## src/rtl/difftest_sim_ctrl_pkg.sv

```systemverilog
// Shared types and codes for the difftest simulation sequencer:
// FSM states, step/done status encodings and the status mapping helper.
package difftest_sim_ctrl_pkg;

  typedef enum logic [2:0] {
    RST_HOLD  = 3'd0,
    INIT      = 3'd1,
    RUN       = 3'd2,
    WAIT_STEP = 3'd3,
    DONE      = 3'd4
  } state_e;

  typedef enum logic [1:0] {
    SS_CONTINUE = 2'd0,
    SS_GOOD     = 2'd1,
    SS_BAD      = 2'd2,
    SS_ABORT    = 2'd3
  } step_status_e;

  localparam logic [2:0] DS_RUNNING = 3'd0;
  localparam logic [2:0] DS_GOOD    = 3'd1;
  localparam logic [2:0] DS_BAD     = 3'd2;
  localparam logic [2:0] DS_ABORT   = 3'd3;
  localparam logic [2:0] DS_MAXCYC  = 3'd4;

  // Non-continue step codes map one-to-one onto the low done_status codes.
  function automatic logic [2:0] done_code(input logic [1:0] step_status);
    return {1'b0, step_status};
  endfunction

endpackage

```

## src/rtl/difftest_sim_ctrl_uart_fifo.sv

```systemverilog
// Synchronous FIFO buffering DUT UART characters for the host; pushes into
// a full FIFO are dropped (sticky overflow) unless a pop frees a slot.
module sim_uart_fifo #(
  parameter int DEPTH = 16,
  parameter int DW    = 8
) (
  input  logic          clock,
  input  logic          reset,
  input  logic          i_push,
  input  logic [DW-1:0] i_data,
  input  logic          i_ready,
  output logic          o_valid,
  output logic [DW-1:0] o_data,
  output logic          o_overflow
);
  localparam int AW = $clog2(DEPTH);
  localparam int CW = AW + 1;

  logic [DW-1:0] r_mem [DEPTH];
  logic [AW-1:0] r_wr_ptr;
  logic [AW-1:0] r_rd_ptr;
  logic [CW-1:0] r_count;
  logic          r_valid;
  logic          r_overflow;

  logic          w_empty;
  logic          w_full;
  logic          w_pop;
  logic          w_push_ok;
  logic [CW-1:0] w_count_nxt;

  // Handshake decode: a pop from a full FIFO makes room for a same-cycle push.
  always_comb begin
    w_empty   = (r_count == CW'(0));
    w_full    = (r_count == CW'(DEPTH));
    w_pop     = !w_empty && i_ready;
    w_push_ok = i_push && (!w_full || w_pop);
    case ({w_push_ok, w_pop})
      2'b10:   w_count_nxt = r_count + CW'(1);
      2'b01:   w_count_nxt = r_count - CW'(1);
      default: w_count_nxt = r_count;
    endcase
  end

  // Storage array, written only on accepted pushes.
  always_ff @(posedge clock) begin
    if (w_push_ok) begin
      r_mem[r_wr_ptr] <= i_data;
    end
  end

  // Pointers, occupancy and flags.
  always_ff @(posedge clock) begin
    if (!reset) begin
      r_wr_ptr   <= '0;
      r_rd_ptr   <= '0;
      r_count    <= '0;
      r_valid    <= 1'b0;
      r_overflow <= 1'b0;
    end else begin
      if (w_push_ok) begin
        r_wr_ptr <= r_wr_ptr + AW'(1);
      end
      if (w_pop) begin
        r_rd_ptr <= r_rd_ptr + AW'(1);
      end
      r_count <= w_count_nxt;
      r_valid <= (w_count_nxt != CW'(0));
      if (i_push && !w_push_ok) begin
        r_overflow <= 1'b1;
      end
    end
  end

  assign o_valid    = r_valid;
  assign o_data     = r_mem[r_rd_ptr];
  assign o_overflow = r_overflow;

endmodule

```

## src/rtl/difftest_sim_ctrl.sv

```systemverilog
// Lock-step simulation sequencer between the host harness and SimTop:
// reset hold, init handshake, single-cycle DUT steps, limits, logs, perf and UART.
module difftest_sim_ctrl
  import difftest_sim_ctrl_pkg::*;
#(
  parameter int RESET_CYCLES = 16,
  parameter int CYCLE_W      = 64,
  parameter int UART_DEPTH   = 16,
  parameter int PERF_W       = 32
) (
  input  logic               clock,
  input  logic               reset,
  input  logic [CYCLE_W-1:0] cfg_max_cycles,
  input  logic [CYCLE_W-1:0] cfg_log_begin,
  input  logic [CYCLE_W-1:0] cfg_log_end,
  input  logic [PERF_W-1:0]  cfg_perf_interval,
  output logic               dut_reset,
  output logic               dut_clk_en,
  output logic               init_req,
  input  logic               init_ack,
  output logic               step_req,
  input  logic               step_ack,
  input  logic [1:0]         step_status,
  output logic [CYCLE_W-1:0] cycle_cnt,
  output logic               log_enable,
  output logic               perf_dump,
  input  logic               dut_uart_valid,
  input  logic [7:0]         dut_uart_ch,
  output logic               uart_out_valid,
  output logic [7:0]         uart_out_ch,
  input  logic               uart_out_ready,
  output logic               uart_overflow,
  output logic               done,
  output logic [2:0]         done_status
);
  localparam int RW = $clog2(RESET_CYCLES + 1);

  state_e             r_state;
  logic [RW-1:0]      r_rst_cnt;
  logic               r_dut_reset;
  logic               r_dut_clk_en;
  logic               r_init_req;
  logic               r_step_req;
  logic [CYCLE_W-1:0] r_cycle_cnt;
  logic [PERF_W-1:0]  r_perf_cnt;
  logic               r_perf_dump;
  logic               r_log_enable;
  logic               r_done;
  logic [2:0]         r_done_status;

  logic [CYCLE_W-1:0] w_cycle_nxt;
  logic               w_log_nxt;
  logic               w_uart_push;

  // Log window is judged on the count the register will hold next cycle.
  always_comb begin
    if (r_state == RUN) begin
      w_cycle_nxt = r_cycle_cnt + CYCLE_W'(1);
    end else begin
      w_cycle_nxt = r_cycle_cnt;
    end
    w_log_nxt   = (w_cycle_nxt >= cfg_log_begin) && (w_cycle_nxt < cfg_log_end);
    w_uart_push = r_dut_clk_en && dut_uart_valid;
  end

  // Sequencer FSM with all handshake and status outputs registered.
  always_ff @(posedge clock) begin
    if (!reset) begin
      r_state       <= RST_HOLD;
      r_rst_cnt     <= '0;
      r_dut_reset   <= 1'b1;
      r_dut_clk_en  <= 1'b0;
      r_init_req    <= 1'b0;
      r_step_req    <= 1'b0;
      r_cycle_cnt   <= '0;
      r_perf_cnt    <= '0;
      r_perf_dump   <= 1'b0;
      r_log_enable  <= 1'b0;
      r_done        <= 1'b0;
      r_done_status <= DS_RUNNING;
    end else begin
      r_perf_dump  <= 1'b0;
      r_log_enable <= w_log_nxt;
      case (r_state)
        RST_HOLD: begin
          if (r_rst_cnt == RW'(RESET_CYCLES - 1)) begin
            r_state     <= INIT;
            r_dut_reset <= 1'b0;
            r_init_req  <= 1'b1;
          end else begin
            r_rst_cnt <= r_rst_cnt + RW'(1);
          end
        end
        INIT: begin
          if (init_ack) begin
            r_state      <= RUN;
            r_init_req   <= 1'b0;
            r_dut_clk_en <= 1'b1;
            r_perf_cnt   <= cfg_perf_interval - PERF_W'(1);
          end
        end
        RUN: begin
          r_state      <= WAIT_STEP;
          r_dut_clk_en <= 1'b0;
          r_step_req   <= 1'b1;
          r_cycle_cnt  <= w_cycle_nxt;
          if (cfg_perf_interval != PERF_W'(0)) begin
            if (r_perf_cnt == PERF_W'(0)) begin
              r_perf_dump <= 1'b1;
              r_perf_cnt  <= cfg_perf_interval - PERF_W'(1);
            end else begin
              r_perf_cnt <= r_perf_cnt - PERF_W'(1);
            end
          end
        end
        WAIT_STEP: begin
          if (step_ack) begin
            r_step_req <= 1'b0;
            if (step_status != SS_CONTINUE) begin
              r_state       <= DONE;
              r_done        <= 1'b1;
              r_done_status <= done_code(step_status);
            end else if ((cfg_max_cycles != CYCLE_W'(0)) && (r_cycle_cnt >= cfg_max_cycles)) begin
              r_state       <= DONE;
              r_done        <= 1'b1;
              r_done_status <= DS_MAXCYC;
            end else begin
              r_state      <= RUN;
              r_dut_clk_en <= 1'b1;
            end
          end
        end
        DONE: begin
          r_dut_clk_en <= 1'b0;
          r_init_req   <= 1'b0;
          r_step_req   <= 1'b0;
        end
        default: begin
          r_state      <= RST_HOLD;
          r_rst_cnt    <= '0;
          r_dut_reset  <= 1'b1;
          r_dut_clk_en <= 1'b0;
          r_init_req   <= 1'b0;
          r_step_req   <= 1'b0;
        end
      endcase
    end
  end

  sim_uart_fifo #(
    .DEPTH (UART_DEPTH),
    .DW    (8)
  ) u_uart_fifo (
    .clock      (clock),
    .reset      (reset),
    .i_push     (w_uart_push),
    .i_data     (dut_uart_ch),
    .i_ready    (uart_out_ready),
    .o_valid    (uart_out_valid),
    .o_data     (uart_out_ch),
    .o_overflow (uart_overflow)
  );

  assign dut_reset   = r_dut_reset;
  assign dut_clk_en  = r_dut_clk_en;
  assign init_req    = r_init_req;
  assign step_req    = r_step_req;
  assign cycle_cnt   = r_cycle_cnt;
  assign log_enable  = r_log_enable;
  assign perf_dump   = r_perf_dump;
  assign done        = r_done;
  assign done_status = r_done_status;

endmodule

```

## config.mk

```make
export PLATFORM = sky130hd
export DESIGN_NAME = difftest_sim_ctrl
export DESIGN_NICKNAME = d
export VERILOG_FILES = /design/src/rtl/difftest_sim_ctrl_pkg.sv /design/src/rtl/difftest_sim_ctrl_uart_fifo.sv /design/src/rtl/difftest_sim_ctrl.sv
export SDC_FILE = /design/constraint.sdc
export NUM_CORES = 1
export LEC_CHECK = 0
export BUFFER_PORTS_ARGS = -buffer_cell sky130_fd_sc_hd__buf_2
export CAP_MARGIN = 20
export CORE_UTILIZATION = 57
export DETAILED_ROUTE_END_ITERATION = 16
export GPL_TIMING_DRIVEN = 1
export PLACE_DENSITY = 0.8
export SYNTH_ARGS = -nofsm -noshare
export SYNTH_HDL_FRONTEND = slang
export SYNTH_SLANG_ARGS = --single-unit
```

## constraint.sdc

```tcl
create_clock -name clock -period 4.1 [get_ports clock]
set_clock_uncertainty 0.05 [all_clocks]
set_input_delay 0 -clock clock [delete_from_list [all_inputs] [get_ports clock]]
set_output_delay 0 -clock clock [all_outputs]
set_load 0.005 [all_outputs]
```

==> flow_summary.json <==
{
  "cts_made_buffers": 28,
  "syn-num-nets": 2249,
  "grt_pass1_wl_mm": 79.4,
  "post_drt_via_cell_ratio": 5.97,
  "synthCells": 1803,
  "worst_ep_required_time_ps": 4550,
  "design_area_um2": 21000,
  "ys_ff_latch": 261,
  "routed-via-count": 15600,
  "synth_edf_count": 128,
  "hpwl_mm": 38.0,
  "floorplan.initialDensity": 0.579,
  "startpoint_type": "register",
  "hold_class": "input pin to register",
  "wl_per_cell_um": 19.9,
  "core_area_um2": 29600,
  "grt_max_degree": 88,
  "synth_area_um2": 17200,
  "total_power_uw": 6410,
  "fin_crit_ps": 3940,
  "crit_path_end_kind": "register",
  "status": "complete, but fails checks",
  "p_per_area_nw_per_um2": 305,
  "io_buffer_count": 323,
  "synth_cell_types": 80,
  "nets": 2646,
  "clock_latency_ps": 570,
  "worst_slack_ps": 156,
  "grt_pass1_vias": 15200,
  "routed_wl_mm": 52.1,
  "ir_worst_vdd_uv": 322,
  "drc": 6,
  "pin_count": 324,
  "setup_violations": 0,
  "cap_viol_max_count": 0,
  "cts_tree": "built",
  "final.period_utilization": 0.962,
  "cts.clk_slew.worst_paths_ps": 60,
  "layoutNonFillerInstCount": 2615,
  "dp_slack_ps": 10.8,
  "chipHeight_um": 176,
  "clock-sinks": 261,
  "worst_pin_slew_ps": 1190,
  "drt_iter0_drc": 1422,
  "clk_path_buf_depth": 3,
  "yosysWarnings": 0,
  "synth_flop_cell": "dfxtp_1",
  "worst-setup-path-type": "register to register",
  "first_pass_iters": 12,
  "yosysSeqAreaShare": 0.379,
  "clockRootBuffer": "clkbuf_16",
  "violations": "DRC",
  "max_freq_ghz": 0.254,
  "dpl_cell_area_um2": 19300,
  "antenna_left": 0,
  "gp_congestion": 0.982,
  "cts_htree_levels": 1,
  "grt.total_usage": 0.331,
  "die_w_um": 176,
  "dp_cells": 2493,
  "hold_viol": 0,
  "grt_overflow": 0,
  "grt_antenna_before_repair": 3,
  "num_rows": 63,
  "arrival_ps": 4400,
  "drv_slew": 0,
  "dieArea_um2": 30800,
  "worstPathMaxFanout": 7,
  "leakage_uw": 0.00987,
  "maxSlewHeadroom": 0.204,
  "async_reset_ff_frac": 0,
  "syn_to_final_growth_pct": 22.4,
  "syn_area_per_cell_um2": 9.52,
  "drive_gt1_frac": 0.224
}
-- cell families after synthesis --
group	Yosys count	synth area share
buffers and inverters	267	0.0602
and+or+nand+nor	615	0.192
xor gates and xnor gates	99	0.0505
adders and majority gates	206	0.151
muxes	47	0.0567
AOI/OAI and AO/OA	308	0.111
DFF	261	0.379
-- cell usage after synthesis (37+ instances only) --
cell | count | area (um^2)
mux4_2 | 40 | 901
nand3_1 | 57 | 285
and2_1 | 71 | 444
ha_1 | 205 | 2560
edfxtp_1 | 128 | 3840
nand2_1 | 122 | 458
xnor2_1 | 62 | 543
inv_1 | 213 | 800
nor3_1 | 54 | 270
a21oi_1 | 118 | 591
nor2_1 | 123 | 462
nand4_1 | 51 | 319
o21ai_0 | 74 | 370
dfxtp_1 | 133 | 2660
xor2_1 | 37 | 324
-- what timing repair did --
item / 4_1_cts / 5_1_grt
setup endpoints to repair: 1 / 1
hold buffers: 59 / 0
buffers inserted: 0 / 7
pin swaps: 1 / 11
gates resized for setup: 2 / 21
endpoints found under the hold margin: 186 / 0
-- worst paths after layout --
kind | from | to | slack, ps | depth (start not counted)
worst min-delay path | cfg_perf_interval[3] | r_perf_cnt[3]$_SDFFE_PN0P_ | 40 | 5
worst max register to register | cycle_cnt[10]$_SDFFE_PN0N_ | log_enable$_SDFF_PN0_ | 160 | 15
worst min register to register | u_uart_fifo.o_overflow$_SDFFE_PN0P_ | u_uart_fifo.o_overflow$_SDFFE_PN0P_ | 430 | 2
worst max-delay path | cycle_cnt[10]$_SDFFE_PN0N_ | log_enable$_SDFF_PN0_ | 160 | 15
-- registers in the layout (all words and copies together), names as in the netlist, named ones only --
signal / flops
done: 1
r_state: 3
dut_reset: 1
u_uart_fifo.o_valid: 1
u_uart_fifo.r_mem: 128
r_rst_cnt: 5
cycle_cnt: 64
perf_dump: 1
init_req: 1
u_uart_fifo.r_rd_ptr: 4
step_req: 1
u_uart_fifo.o_overflow: 1
r_perf_cnt: 32
u_uart_fifo.r_wr_ptr: 4
done_status: 3
dut_clk_en: 1
u_uart_fifo.r_count: 5
log_enable: 1
-- routing by layer --
layer | track usage | vias to the layer above | wire [um]
li1 | - | 7298 | -
met1 | 0.416 | 7342 | 21000
met2 | 0.554 | 783 | 24200
met3 | 0.0578 | 177 | 4280
met4 | 0.156 | 0 | 2630
met5 | 0 | - | 0
-- report_power, final --
group | total (uW) | internal [uW] | switching, uW
clock | 2700 | 1600 | 1100
combinational | 885 | 453 | 432
sequential | 2830 | 2760 | 69.4
-- critical path: stages, from the launching register on --
cell and delay [ps]:
dfxtp_2 380, and4_4 250, nand4_1 200, nor4_4 440
and3_4 350, nand3_1 110, xnor2_1 350, ha_1 270
nand4_1 190, nor4_1 330, buf_4 180, nand2_1 60
a2bb2oi_1 160, nand3_1 180, o2111a_1 250, o211a_1 140
-- per-stage QoR --
stage               hold WS (ps)   util  TNS, ps
CTS                         5.01  0.704        0
finish                      39.9  0.709        0
detailed placement           304  0.651        0
floorplan                   48.9      -        0
global route                44.9  0.709    -43.0
global placement             294  0.651        0
-- cells in the final DEF, fill, tap and decap left out, types with 40 or more instances in the layout --
cell type	count
buf_2	323
inv_1	213
ha_1	205
edfxtp_1	128
dfxtp_1	126
nor2_1	123
nand2_1	122
a21oi_1	117
o21ai_0	73
and2_1	70
xnor2_1	61
dlygate4sd3_1	59
nand3_1	57
nand4_1	51
nor3_1	47
mux4_2	40
-- final cells by class --
cell class | count | area [um^2]
multi-input cells | 1275 | 9720
fillers | 2275 | 8620
inverters | 214 | 803
well taps | 390 | 488
repair buffers | 420 | 2500
clock buffers | 33 | 729
diodes | 3 | 7.51
flip-flops and latches | 261 | 6520
clock inverters | 19 | 251
Power figures use the tool's default switching activity.
